--- src/rtl/fb_pkg.sv ---
// Shared framebuffer types and geometry for the write-side front end.
package fb_pkg;

  localparam int FB_W      = 320;
  localparam int FB_H      = 240;
  localparam int FB_PIXELS = FB_W * FB_H;
  localparam int FB_ADDR_W = 17;

  typedef struct packed {
    logic [8:0] x;
    logic [7:0] y;
    logic [7:0] color;
  } pixel_t;

  typedef enum logic {
    CLEAR = 1'b0,
    RUN   = 1'b1
  } wr_state_e;

endpackage

--- src/rtl/vsync_edge_sync.sv ---
// Brings raw vsync into the clk domain and emits a 1-cycle pulse on its
// falling edge. The framebuffer uses the same block, so both swap decisions
// land on the same cycle.
module vsync_edge_sync (
  input  logic clk,
  input  logic rst,
  input  logic i_async,
  output logic o_fall
);

  logic r_sync1, r_sync2, r_prev;

  // two-flop synchronizer plus one history flop for edge detection
  always_ff @(posedge clk) begin
    if (rst) begin
      r_sync1 <= 1'b0;
      r_sync2 <= 1'b0;
      r_prev  <= 1'b0;
    end else begin
      r_sync1 <= i_async;
      r_sync2 <= r_sync1;
      r_prev  <= r_sync2;
    end
  end

  assign o_fall = r_prev & ~r_sync2;

endmodule

--- src/rtl/fb_pixel_writer.sv ---
// Framebuffer write front end: turns the (x,y,colour) pixel stream into
// linear writes and clears the freshly released back buffer after each swap.
// Optional build macro FB_CLIP_EN: drop and count out-of-range pixels.
module fb_pixel_writer #(
  parameter int ADDR_WIDTH = fb_pkg::FB_ADDR_W,
  parameter int FB_W       = fb_pkg::FB_W,
  parameter int FB_H       = fb_pkg::FB_H
) (
  input  logic                  clk,
  input  logic                  rst,
  input  logic                  vsync,
  input  logic                  clear_en,
  input  logic [7:0]            clear_color,
  input  logic                  pix_valid,
  output logic                  pix_ready,
  input  logic [8:0]            pix_x,
  input  logic [7:0]            pix_y,
  input  logic [7:0]            pix_color,
  output logic                  busy,
  output logic                  wea,
  output logic [ADDR_WIDTH-1:0] addra,
  output logic [7:0]            dina,
  output logic [15:0]           drop_cnt
);
  import fb_pkg::*;

  localparam int                    PIXELS = FB_W * FB_H;
  localparam logic [ADDR_WIDTH-1:0] LAST   = ADDR_WIDTH'(PIXELS - 1);

  wr_state_e             r_state, w_state_nxt;
  logic [ADDR_WIDTH-1:0] r_cnt, w_cnt_nxt;
  logic                  w_swap, w_accept, w_in_range;
  logic [ADDR_WIDTH-1:0] w_addr, w_x_ext, w_y_ext;
  pixel_t                w_pix;
  logic                  r_wea;
  logic [ADDR_WIDTH-1:0] r_addra;
  logic [7:0]            r_dina;

  vsync_edge_sync u_sync (
    .clk     (clk),
    .rst     (rst),
    .i_async (vsync),
    .o_fall  (w_swap)
  );

  assign w_pix   = {pix_x, pix_y, pix_color};
  assign w_x_ext = ADDR_WIDTH'(w_pix.x);
  assign w_y_ext = ADDR_WIDTH'(w_pix.y);

  // 320 = 256 + 64, so the row offset is two shifts and an add
  generate
    if (FB_W == 320) begin : g_addr_shift
      assign w_addr = (w_y_ext << 8) + (w_y_ext << 6) + w_x_ext;
    end else begin : g_addr_mul
      assign w_addr = (w_y_ext * ADDR_WIDTH'(FB_W)) + w_x_ext;
    end
  endgenerate

  // state and clear-address counter
  always_ff @(posedge clk) begin
    if (rst) begin
      r_state <= CLEAR;
      r_cnt   <= '0;
    end else begin
      r_state <= w_state_nxt;
      r_cnt   <= w_cnt_nxt;
    end
  end

  // a swap always restarts the clear, even on its final address
  always_comb begin
    w_state_nxt = r_state;
    w_cnt_nxt   = r_cnt;
    case (r_state)
      CLEAR: begin
        if (w_swap) begin
          w_cnt_nxt = '0;
        end else if (r_cnt == LAST) begin
          w_state_nxt = RUN;
          w_cnt_nxt   = '0;
        end else begin
          w_cnt_nxt = r_cnt + ADDR_WIDTH'(1);
        end
      end
      RUN: begin
        if (w_swap && clear_en) begin
          w_state_nxt = CLEAR;
          w_cnt_nxt   = '0;
        end
      end
    endcase
  end

  // handshake outputs; ready drops in the swap cycle so no pixel straddles it
  always_comb begin
    busy      = (r_state == CLEAR);
    pix_ready = (r_state == RUN) && !w_swap;
  end

  assign w_accept = pix_valid & pix_ready;

`ifdef FB_CLIP_EN
  logic [15:0] r_drop;

  assign w_in_range = (int'(w_pix.x) < FB_W) && (int'(w_pix.y) < FB_H);

  // saturating count of clipped pixels
  always_ff @(posedge clk) begin
    if (rst)
      r_drop <= '0;
    else if (w_accept && !w_in_range && r_drop != 16'hFFFF)
      r_drop <= r_drop + 16'd1;
  end

  assign drop_cnt = r_drop;
`else
  assign w_in_range = 1'b1;
  assign drop_cnt   = '0;
`endif

  // registered write port: clear data while clearing, else accepted pixels
  always_ff @(posedge clk) begin
    if (rst) begin
      r_wea   <= 1'b0;
      r_addra <= '0;
      r_dina  <= '0;
    end else if (r_state == CLEAR) begin
      r_wea   <= 1'b1;
      r_addra <= r_cnt;
      r_dina  <= clear_color;
    end else begin
      r_wea <= w_accept && w_in_range;
      if (w_accept) begin
        r_addra <= w_addr;
        r_dina  <= w_pix.color;
      end
    end
  end

  assign wea   = r_wea;
  assign addra = r_addra;
  assign dina  = r_dina;

endmodule

--- config.mk ---
export PLATFORM = sky130hd
export DESIGN_NAME = fb_pixel_writer
export DESIGN_NICKNAME = d
export VERILOG_FILES = /design/src/rtl/fb_pkg.sv /design/src/rtl/vsync_edge_sync.sv /design/src/rtl/fb_pixel_writer.sv
export SDC_FILE = /design/constraint.sdc
export NUM_CORES = 1
export LEC_CHECK = 0
export ABC_AREA = 1
export ABC_CLOCK_PERIOD_IN_PS = 4480
export CAP_MARGIN = 5
export CORE_MARGIN = 4
export CORE_UTILIZATION = 41
export DETAILED_ROUTE_END_ITERATION = 8
export GPL_ROUTABILITY_DRIVEN = 0
export GPL_TIMING_DRIVEN = 0
export HOLD_SLACK_MARGIN = 0.15
export PLACE_DENSITY = 0.71
export SYNTH_ARGS = -nofsm -noshare
export SYNTH_HDL_FRONTEND = slang
export SYNTH_HIERARCHICAL = 1
export SYNTH_SLANG_ARGS = --single-unit
--- constraint.sdc ---
create_clock -name clk -period 4.48 [get_ports clk]
set_input_delay 0.896 -clock clk [delete_from_list [all_inputs] [get_ports clk]]
set_output_delay 0.896 -clock clk [all_outputs]
set_load 0.02 [all_outputs]
==> results.cfg <==
[worst_setup_path]
crit_path_cell_trace = clkdlybuf4s50_1 > inv_1 > fa_1 > inv_1 > fa_1 > nand2_1 > nand2_1 > nand3b_1 > nand2_1 > nand2_1 > nand3_1 > a21oi_1
timing.critical_path.from_type = input port
cp_slowest_cell = fa_1
rr_worst_depth = 11
cp_common_cell = nand2_1
r2r_start = r_cnt[0]
critical_path.max_fanout = 3
crit_arrival_ns = 3.07
setup.worst_path.end = addra[13]
setup.worst_path.start = pix_y[0]
worstSetupPathType = input port to register
worst_ep_required_time_ns = 4.71
rrSetupSlack_ns = 2.85
worst_setup_path_end_kind = register
rr_endpoint = r_cnt[9]
worst_path_largest_cell_delay_ns = 0.50

[floorplan]
initial_utilization_pct = 43.1
die_area_um2 = 8220
chipHeight_um = 90.7
die_width_um = 90.7
placement_rows = 29
floorplan.io_pins = 82
core-area_um2 = 6490

[sta]
tns_ns = 0
timing.final.hold_violations = 0
fmax_mhz = 352
tightest_slew_ns = 0.565
report.final.slew_viol_count = 0
final-setup-viol-count = 0
fin_crit_ns = 2.84
timing.max_slew.rel_slack_pct = 62.3
skew_ns = 0.00289
final_min_period_over_clock_period_pct = 63.5
setup_repair_after_global_routing_missed_its_margin = false
holdWs_ns = 0.407
setup_ws_ns = 1.64

[clocking]
holdBufCountCts = 0
clockRootBuffer = clkbuf_8
numCtsBuffers = 5
clk-insertion-delay-late_ns = 0.30
clkSinkCount = 47
ctsLongestPathBuffers = 2
cts-htree-levels = 2
cts_tree = done
clk_transition_reported_paths_ns = 0.08
post_cts_resize_count = 0
cts.repair_timing.setup_buffer_count = 0

[layout]
mostFrequentLayoutCell = nand2_1
layout-drive-gt1-share_pct = 11.1
diodes = 0
relative_area_change_from_synthesis_to_final_layout_pct = 32.9
nets = 543
commonest_non_fill_non_tap_cells_in_the_layout = 103 x nand2_1, 65 x clkdlybuf4s50_1, 47 x dfxtp_1, 44 x nor2_1, 43 x inv_1

[detailed_routing]
drt_iter0_drc = 148
totalWireLength_um = 6750
post_drt_wl_per_cell_um = 11.9
detail_route.vias_per_cell = 4.82
drt_pass1_iterations = 4
ant_nets = 0
post-route-drc-count = 0
dr_total_vias = 2723

[pwr]
vdd.ir_drop.worst_mv = 0.161
power-per-cell-area_nw_per_um2 = 250
static-leakage-power_nw = 1.59

[logic_synthesis]
yosys_warnings = 6
syn-cell-area_um2 = 2800
seq_total_area_yosys_pct = 33.6
synthesis.instances = 400
synth-seq-cells = 47
yosysUniqueCellTypes = 30
syn-mean-instance-area_um2 = 7.00

[flow_run]
max_cap_viol_count = 0

[hold_path]
min_delay_worst_type = register to register

[placed_design]
portBuffers = 65
detailed_place_hpwl_um = 5330
placement.setup.worst_slack_ns = 1.31

[grt]
grt_first_pass_wirelength_um = 11600
maximum_number_of_pins_on_one_net_before_global_route_repair = 15
grt_remaining_overflow = 0
grt_antenna_before_repair = 0
grt.total_usage_pct = 16.9
number_of_global_route_vias_before_repair = 2640

[run_status]
outcome = complete, no violations
==> Yosys cell counts, drive strengths merged <==
cell type	number	area [um2]
conb	1	3.75
nand2	112	458
a21oi	15	75.1
a22o	1	8.76
mux2i	1	10.0
clkbuf	4	15.0
buf	24	176
xnor2	4	35.0
nand3	24	120
xor2	7	61.3
nand4	4	25.0
or2	4	25.0
a31oi	15	93.8
nor3	3	15.0
inv	47	176
nand3b	2	15.0
ha	16	200
a22oi	3	22.5
nor2	49	206
o31ai	1	7.51
o21ai	14	70.1
dfxtp	47	941
fa	2	40.0
==> cell type report <==
type / instances / area [um2]
buffer: 28 / 191
sequential: 47 / 941
multi-input combinational: 293 / 1550
inverter: 47 / 176
timing repair buffer: 65 / 651
tap: 77 / 96.3
fill: 628 / 2770
clock inverter: 2 / 35.0
clock buffer: 6 / 82.6
==> worst min-delay path by stage <==
| stage | startpoint | to | slack [ns] | depth (start not counted) |
|---|---|---|---|---|
| after floorplan | u_sync/r_sync1 | u_sync/r_sync2 | 0.39 | 2 |
| after global placement | u_sync/r_sync1 | u_sync/r_sync2 | 0.39 | 2 |
| after detailed placement | u_sync/r_sync1 | u_sync/r_sync2 | 0.40 | 2 |
| after CTS | u_sync/r_sync1 | u_sync/r_sync2 | 0.41 | 2 |
| after global routing | u_sync/r_sync1 | u_sync/r_sync2 | 0.45 | 2 |
| final | u_sync/r_sync1 | u_sync/r_sync2 | 0.41 | 2 |
==> cells by family (layout without fill, tap and decap cells) <==
| family | after synthesis | count (layout) | share of synthesized area, % |
|---|---|---|---|
| AO/OA/AOI/OAI | 49 | 49 | 9.92 |
| XOR/XNOR | 11 | 11 | 3.44 |
| adder cells (fa/ha/maj) | 18 | 18 | 8.58 |
| buffers and inverters | 75 | 148 | 13.1 |
| flip-flops | 47 | 47 | 33.6 |
| multiplexers | 1 | 1 | 0.357 |
| other | 1 | 16 | 0.134 |
| AND/OR/NAND/NOR | 198 | 198 | 30.9 |
==> where the power goes <==
group          internal, W  switching [W]  total (W)
registers         0.000427     0.00000590   0.000433
logic            0.0000884      0.0000896   0.000178
clock network     0.000181       0.000139   0.000320
total             0.000696       0.000235   0.000931
==> critical path, delay by kind of cell <==
| kind | cells | cell delay [ns] |
|---|---|---|
| AOI/OAI and AO/OA | 1 | 0.12 |
| adders and majority gates | 2 | 0.93 |
| buffers and inverters | 3 | 0.62 |
| and+or+nand+nor | 6 | 0.50 |
==> per-layer routing <==
layer | global-route usage [%] | routed length (um)
met1 | 20.8 | 3100
met2 | 27.9 | 3010
met3 | 6.00 | 568
met4 | 4.34 | 74
met5 | 0 | 0
==> sequential cells by signal (all words and copies together), names as in the netlist <==
signal          cells
addra              17
dina                8
r_cnt              17
r_state             1
u_sync/r_prev       1
u_sync/r_sync1      1
u_sync/r_sync2      1
wea                 1
==> through the flow <==
step / utilization, % / total power [W] / instances / instance area (um2)
floorplan: - / 0.000553 / 415 / 2860
global placement: 55.5 / 0.000618 / 557 / 3600
detailed placement: 55.5 / 0.000621 / 557 / 3600
CTS: 57.3 / 0.000940 / 565 / 3720
global route: 57.3 / 0.000979 / 565 / 3720
finish: 57.3 / 0.000931 / 565 / 3720
No activity file was read; power rests on OpenSTA's default activity.
